===== src/rtl/ram_arbiter.sv =====
// ----------------------------------------------------------------------------
// ram_arbiter
//
// Shares one port of a dual-port RAM between REQS requesters. Arbitration
// is round-robin, starting after the last owner. The owner may hold the port
// for up to MAX_BURST consecutive grants by keeping its lock hint high. Reads
// return one cycle after the grant. The strobe is rvalid, and the data on
// rdata comes straight from the RAM's registered output.
//
// Parameters
//   DATA      : RAM word width in bits
//   ADDR      : RAM address width in bits
//   REQS      : number of requesters (2..8)
//   MAX_BURST : maximum consecutive locked grants (1..15)
//
// Ports
//   clk      : clock, rising edge
//   rst_n    : synchronous active-low reset
//   req      : per-requester request, held until granted
//   lock     : per-requester burst-lock hint (only meaningful with req)
//   wr       : per-requester write flag (1 = write, 0 = read)
//   addr     : flattened addresses, requester i at [i*ADDR +: ADDR]
//   din      : flattened write data, requester i at [i*DATA +: DATA]
//   gnt      : combinational one-hot-or-zero grant
//   rvalid   : registered one-hot read-return strobe
//   rdata    : shared read-return data
//   ram_wr   : RAM write enable
//   ram_addr : RAM address
//   ram_din  : RAM write data
//   ram_dout : RAM registered read data (1-cycle latency)
// ----------------------------------------------------------------------------
module ram_arbiter #(
    parameter int DATA      = 198,
    parameter int ADDR      = 7,
    parameter int REQS      = 3,
    parameter int MAX_BURST = 4
) (
    input  logic                   clk,
    input  logic                   rst_n,
    input  logic [REQS-1:0]        req,
    input  logic [REQS-1:0]        lock,
    input  logic [REQS-1:0]        wr,
    input  logic [REQS*ADDR-1:0]   addr,
    input  logic [REQS*DATA-1:0]   din,
    output logic [REQS-1:0]        gnt,
    output logic [REQS-1:0]        rvalid,
    output logic [DATA-1:0]        rdata,
    output logic                   ram_wr,
    output logic [ADDR-1:0]        ram_addr,
    output logic [DATA-1:0]        ram_din,
    input  logic [DATA-1:0]        ram_dout
);

    localparam int            PW   = (REQS > 1) ? $clog2(REQS) : 1;
    localparam logic [PW-1:0] LAST = PW'(REQS - 1);
    localparam logic [3:0]    BMAX = 4'(MAX_BURST);

    logic [PW-1:0]   ptr_q, ptr_d;
    logic            own_q, own_d;
    logic [3:0]      bcnt_q, bcnt_d;
    logic [REQS-1:0] rvalid_q, rvalid_d;

    logic            hold;
    logic            any;
    logic [PW-1:0]   g;
    logic [PW-1:0]   cand;

    // Winner selection. The hold rule keeps the current owner. Otherwise the
    // search walks ptr+1, ptr+2, ... and wraps so that ptr itself is the last
    // candidate. This also re-grants a lone owner whose burst count is used up.
    always_comb begin
        hold = own_q && req[ptr_q] && lock[ptr_q] && (bcnt_q < BMAX);
        any  = hold;
        g    = ptr_q;
        cand = ptr_q;
        if (!hold) begin
            for (int unsigned k = 0; k < REQS; k++) begin
                cand = (cand == LAST) ? '0 : cand + 1'b1;
                if (!any && req[cand]) begin
                    any = 1'b1;
                    g   = cand;
                end
            end
        end
    end

    // Grant and RAM port drive, same cycle as the decision
    always_comb begin
        gnt      = '0;
        ram_wr   = 1'b0;
        ram_addr = '0;
        ram_din  = '0;
        if (any) begin
            gnt[g]   = 1'b1;
            ram_wr   = wr[g];
            ram_addr = addr[g*ADDR +: ADDR];
            ram_din  = din[g*DATA +: DATA];
        end
    end

    // Next-state. The burst count only advances on a hold-rule grant. Any
    // other grant restarts the count at 1, even when the same owner wins again.
    always_comb begin
        ptr_d    = ptr_q;
        own_d    = 1'b0;
        bcnt_d   = '0;
        rvalid_d = '0;
        if (any) begin
            ptr_d = g;
            own_d = 1'b1;
            if (hold) begin
                bcnt_d = (bcnt_q < BMAX) ? bcnt_q + 4'd1 : BMAX;
            end else begin
                bcnt_d = 4'd1;
            end
            if (!wr[g]) begin
                rvalid_d[g] = 1'b1;
            end
        end
    end

    always_ff @(posedge clk) begin
        if (!rst_n) begin
            ptr_q    <= LAST;
            own_q    <= 1'b0;
            bcnt_q   <= '0;
            rvalid_q <= '0;
        end else begin
            ptr_q    <= ptr_d;
            own_q    <= own_d;
            bcnt_q   <= bcnt_d;
            rvalid_q <= rvalid_d;
        end
    end

    assign rvalid = rvalid_q;
    assign rdata  = ram_dout;

endmodule


===== config.mk =====
export PLATFORM = sky130hd
export DESIGN_NAME = ram_arbiter
export DESIGN_NICKNAME = d
export VERILOG_FILES = /design/src/rtl/ram_arbiter.sv
export SDC_FILE = /design/constraint.sdc
export NUM_CORES = 1
export LEC_CHECK = 0
export ABC_AREA = 1
export CAP_MARGIN = 15
export CORE_AREA = 2 2 476 478
export CTS_CLUSTER_SIZE = 14
export DETAILED_ROUTE_END_ITERATION = 8
export DIE_AREA = 0 0 478 480
export PLACE_DENSITY = 0.3
export SETUP_SLACK_MARGIN = 0.05
export SLEW_MARGIN = 25
export SYNTH_ARGS = -nofsm -noshare
export SYNTH_HDL_FRONTEND = slang
export SYNTH_SLANG_ARGS = --single-unit

===== constraint.sdc =====
create_clock -name clk -period 3.2 [get_ports clk]
set_input_delay 0.32 -clock clk [delete_from_list [all_inputs] [get_ports clk]]
set_output_delay 0.32 -clock clk [all_outputs]
set_load 0.05 [all_outputs]

# Word level (Yosys, flattened, before mapping)
# Index checks and enable logic that the tools add are counted.
[totals]
regBits = 10
output_inout_bits = 410
word_cells = 74
inputBits = 824
[classes]
addsub = 4
n_mux = 34
shifts = 2
eq_ne = 3
bitwise = 2
magnitude_cmp = 7
reduce_logical = 14
mul = 2
[op_table]
columns = ["operator", "n"]
rows = [
  ["$shiftx A594 B11 Y198", 1],
  ["$mux W198", 1],
  ["$shiftx A21 B6 Y7", 1],
  ["$mux W1", 16],
  ["$lt A2 B3 Y1 const B", 5],
  ["$mux W2", 7],
  ["$bmux W1 S2", 6],
  ["$mul A2 B7 Y9 const B", 1],
  ["$logic_and A1 B1 Y1", 7],
  ["$mux W7", 1],
  ["$add A2 B1 Y2 const B", 3],
  ["$eq A2 B2 Y1 const B", 3],
  ["$mux W3", 2],
  ["$mul A2 B3 Y5 const B", 1],
  ["$add A4 B1 Y4 const B", 1],
  ["$lt A4 B3 Y1 const B", 1],
  ["$reduce_and A4 Y1", 1],
  ["$logic_not A1 Y1", 3],
  ["$reduce_and A3 Y1", 1],
  ["$reduce_or A3 Y1", 1],
  ["$demux W1 S2", 1],
  ["$ge A2 B1 Y1 const B", 1],
  ["$not A1 Y1", 2],
  ["$reduce_and A2 Y1", 1],
]

# Logic depth before layout (Yosys ltp)
# Gate-level depths: netlist (run 1).
[depth]
depth_word = 22
ltp_mapped = 18
ltp_nobuf = 16

# Worst setup path after synthesis (run 1)
# Ideal clock, no wire load.
[synth_timing]
path_type = "register to output"
start = "reg ptr_q[1]"
end = "out ram_addr[1]"
required_time_ns = 2.880
path_slack_ns = 0.292
n_path_buf = 2
stages_incl_launch_ff = 16
arrival_time_ns = 2.588
cell_sequence = "dfxtp_1 -> nor2_2 -> nand2_1 -> nand3_2 -> nand2_2 -> nand2_1 -> nand2_1 -> nand2_1 -> nand2_1 -> nand2_1 -> nand2_2 -> nor2_4 -> buf_4 -> buf_2 -> nand2_1 -> a21oi_1"
[synth_between]
elab_chain_len = 20
elab_cells_between_ends = 41
cone_classes = "add/sub: 3; mul: 1; eq/ne: 3; shift: 1; mux: 24; reduce/logical: 9"
[synth_rtl]
columns = ["element", "line_no", "text"]
rows = [
  ["from (decl)", "58", "logic [PW-1:0] ptr_q, ptr_d;"],
  ["from (signal assigned)", "129", "ptr_q <= ptr_d;"],
  ["parallel branches: the longest is 19 deep, another holds $mul A2 B3 Y5", "--", ""],
  ["$mux W7 *", "93", "if (any) begin"],
  ["to (decl)", "49", "output logic [ADDR-1:0] ram_addr,"],
]
# Every way passes the cells marked *. The select of a mux whose other input is x is not followed.

# Worst setup path after layout (run 1)
[layout_timing]
start = "reg ptr_q[1]"
end = "out ram_din[142]"
[layout_between]
elab_chain_len = 20
elab_cells_between_ends = 41
cone_classes = "add/sub: 3; mul: 1; eq/ne: 3; shift: 1; mux: 24; reduce/logical: 9"
[layout_rtl]
columns = ["element", "line_no", "text"]
rows = [
  ["parallel branches: the longest is 19 deep, another holds $mul A2 B7 Y9", "--", ""],
  ["$mux W198 *", "93", ""],
  ["to (decl)", "50", "output logic [DATA-1:0] ram_din,"],
]
# Marked as above.

==> flow_summary.toml, run 1 <==
[global_routing]
antenna_found_initial = 60
groute.usage.overall = 0.125
grt_pass1_wl_mm = 181
grt_max_degree = 47
gr-total-overflow = 0
grt_pass1_vias = 14000

[logic_synthesis]
synth_seq_cells = 10
yosysTopAreaCell = "nand2_1"
ys_warn_count = 0
avgSynthCellArea_um2 = 4.66
synth_cell_types = 22
synth_top_area_share = 0.480
yosysSeqAreaShare = 0.0279
syn_nets = 2366
syn_inst = 1541
synth.cell_area_um2 = 7180
synthTopCellsByArea = "nand2_1, buf_4, a21oi_1"

[cts]
htree_levels = 1
cts_buffers = 3
cts_tree = "built"
clock_path_buffers = 2
root_buffer = "clkbuf_16"
clk_pin_slew_ns = 0.04
ctsHoldBuffers = 0
clock_latency_ns = 0.24
cts_sinks = 10

[run_status]
status = "complete, but fails checks"
violations = "setup timing"

[setup_path]
worst_path_max_delay_cell = "dfxtp_4"
worst_ep_arrival_time_ns = 2.92
startpoint = "ptr_q[1]"
crit_path_start_kind = "flop"
max_stage_delay_ns = 0.40
cp.required_ns = 2.88
crit_chain = "inv_6, nand2_4, nor2_2, nor2_2, nand2_2, a31oi_1, nor2_2, buf_4, a21oi_4, buf_6, buf_12, buf_16, buf_16, nand2_4, nand2_2, nand2_4, a21oi_4, buf_6, buf_12"
cp-end-kind = "output pin"
worstSetupEndpoint = "ram_din[142]"
cp_num_cells = 19
rr_worst_depth = 18
reg2reg_from = "ptr_q[1]"
rr_endpoint = "rvalid[2]"
rrSetupSlack_ns = 0.62
worstPathMaxFanout = 8
cpLargestDelayFamily = "buffers and inverters"
path_buf_inv = 8
critPathKind = "flop to output pin"

[timing]
tightest_slew_ns = 0.553
maxSlewViolCount = 0
fmax_ghz = 0.308
worst_slack_ns = -0.0426
rsz0062_at_grt = "true"
period_share = 1.01
clock_skew_ns = 0.00198
slew-limit-headroom = 0.631
hold_violations = 0
setup_violations = 11
fin_crit_ns = 3.24
hold_slack_ns = 0.437

[placed_design]
portBuffers = 837
dpl.hpwl_mm = 138
dp.cells = 5258
gp_congestion = 0.901
pre_cts_slack_ns = -0.572

[drt]
vias = 14000
drt-met1-wl_mm = 48.9
wl_met2_mm = 71.8
first_pass_iters = 5
via_per_inst = 2.59
wl_met3_mm = 32.3
ant_nets = 0
routed_wl_mm = 160
routed.top_layer = "met5"
dr.first_iter.drc_count = 670
wl_per_cell_um = 29.7
drc_errors = 0

[floorplan]
ios = 1234
die_w_um = 478
die_y_um = 480
initial_core_util = 0.0320
dieArea_um2 = 229000
row_count = 174
core_um2 = 224000

[cells_and_area]
fillCellCount = 26000
final_common_cell = "clkdlybuf4s50_1"
final_cells = 5386
drive_gt1_frac = 0.435
mostFrequentLayoutCells = "clkdlybuf4s50_1, nand2_1, buf_12"
area_growth_syn_to_layout_pct = 264
fin_nets = 3213

[worst_hold_path]
hold_path.class = "flop to flop"

[job]
maxCapViolCount = 0
[worst reg2reg max path: cells and delay by family, from the launching register on]
| kind | cells | cell delay [ns] |
|---|---|---|
| buffers and inverters | 6 | 0.78 |
| AND/OR/NAND/NOR | 12 | 1.34 |
| flip-flops | 1 | 0.37 |
[kinds of logic (layout without fill, tap and decap cells)]
family,Yosys count,after routing,share of synthesized area
adders and majority gates,1,1,0.00174
DFF,10,10,0.0279
AOI/OAI and AO/OA,139,139,0.0988
and+or+nand+nor,1068,1068,0.587
buffers and inverters,322,1168,0.284
other,1,8,0.000522
[registers in the layout, indices dropped and copies added (netlist names)]
signal and flops:
bcnt_q 4, rvalid 3, ptr_q 2, own_q 1
[Yosys cell counts]
cell type / n
buf_1: 16
clkbuf_1: 25
nand2_1: 918
nand3b_1: 1
clkinv_1: 1
nor2_1: 15
a21oi_1: 136
a31oi_1: 2
nor2_2: 2
nand3_1: 124
inv_1: 15
ha_1: 1
nor2_4: 3
nand2_2: 3
nand3_2: 1
dfxtp_1: 10
inv_2: 5
nand4_1: 1
a21oi_4: 1
buf_2: 57
conb_1: 1
buf_4: 203
[metal layers]
layer	vias up	track usage
met5	-	0.000621
met4	24	0.0430
met3	292	0.118
met2	957	0.199
met1	6386	0.109
li1	6294	-
[cell type report]
cell class | count | area, um^2 | share of cell area
tap | 2992 | 3740 | 0.143
timing repair buffer | 1143 | 14500 | 0.555
sequential | 10 | 208 | 0.00795
multi-input combinational | 1209 | 7470 | 0.286
inverter | 21 | 98.8 | 0.00379
antenna | 7 | 17.5 | 0.000671
clock buffer | 4 | 88.8 | 0.00340
[how the worst min path moves through the flow]
stage / start / to / slack (ns) / cells after the start
after global placement: bcnt_q[0] / bcnt_q[0] / 0.43 / 1
after floorplan: rst_n / ptr_q[1] / 0.39 / 1
after global routing: bcnt_q[0] / bcnt_q[0] / 0.46 / 1
after detailed placement: bcnt_q[0] / bcnt_q[0] / 0.44 / 1
after CTS: bcnt_q[0] / bcnt_q[0] / 0.45 / 1
final: bcnt_q[0] / bcnt_q[0] / 0.44 / 1
[what timing repair did]
| item | CTS | global route |
|---|---|---|
| setup endpoints to repair | 208 | 207 |
| resized for setup | 120 | 676 |
| pin swaps | 18 | 181 |
| gates cloned | 7 | 26 |
| setup buffers | 37 | 53 |
[stage by stage]
stage | instance area, um^2 | util | TNS, ns
finish | 26100 | 0.117 | -0.261
global route | 26100 | 0.117 | -8.53
global placement | 21500 | 0.0958 | -50.74
CTS | 22500 | 0.100 | -0.0115
floorplan | 7180 | - | 0
detailed placement | 21500 | 0.0958 | -36.94
Power of run 1 is left out: the tool's default activity adds up to more than one toggle a clock period on the data nets, which glitch-free logic cannot reach.
==> run 2: changes to the inputs <==
--- a/config.mk
+++ b/config.mk
@@ -6,6 +6,7 @@
 export NUM_CORES = 1
 export LEC_CHECK = 0
 export ABC_AREA = 1
+export ABC_CLOCK_PERIOD_IN_PS = 3200
 export CAP_MARGIN = 15
 export CORE_AREA = 2 2 476 478
 export CTS_CLUSTER_SIZE = 14
==> results of run 2 <==
No change in the layout: final DEF, timing and power equal those of run 1.
Power of run 2 is left out for the same reason.
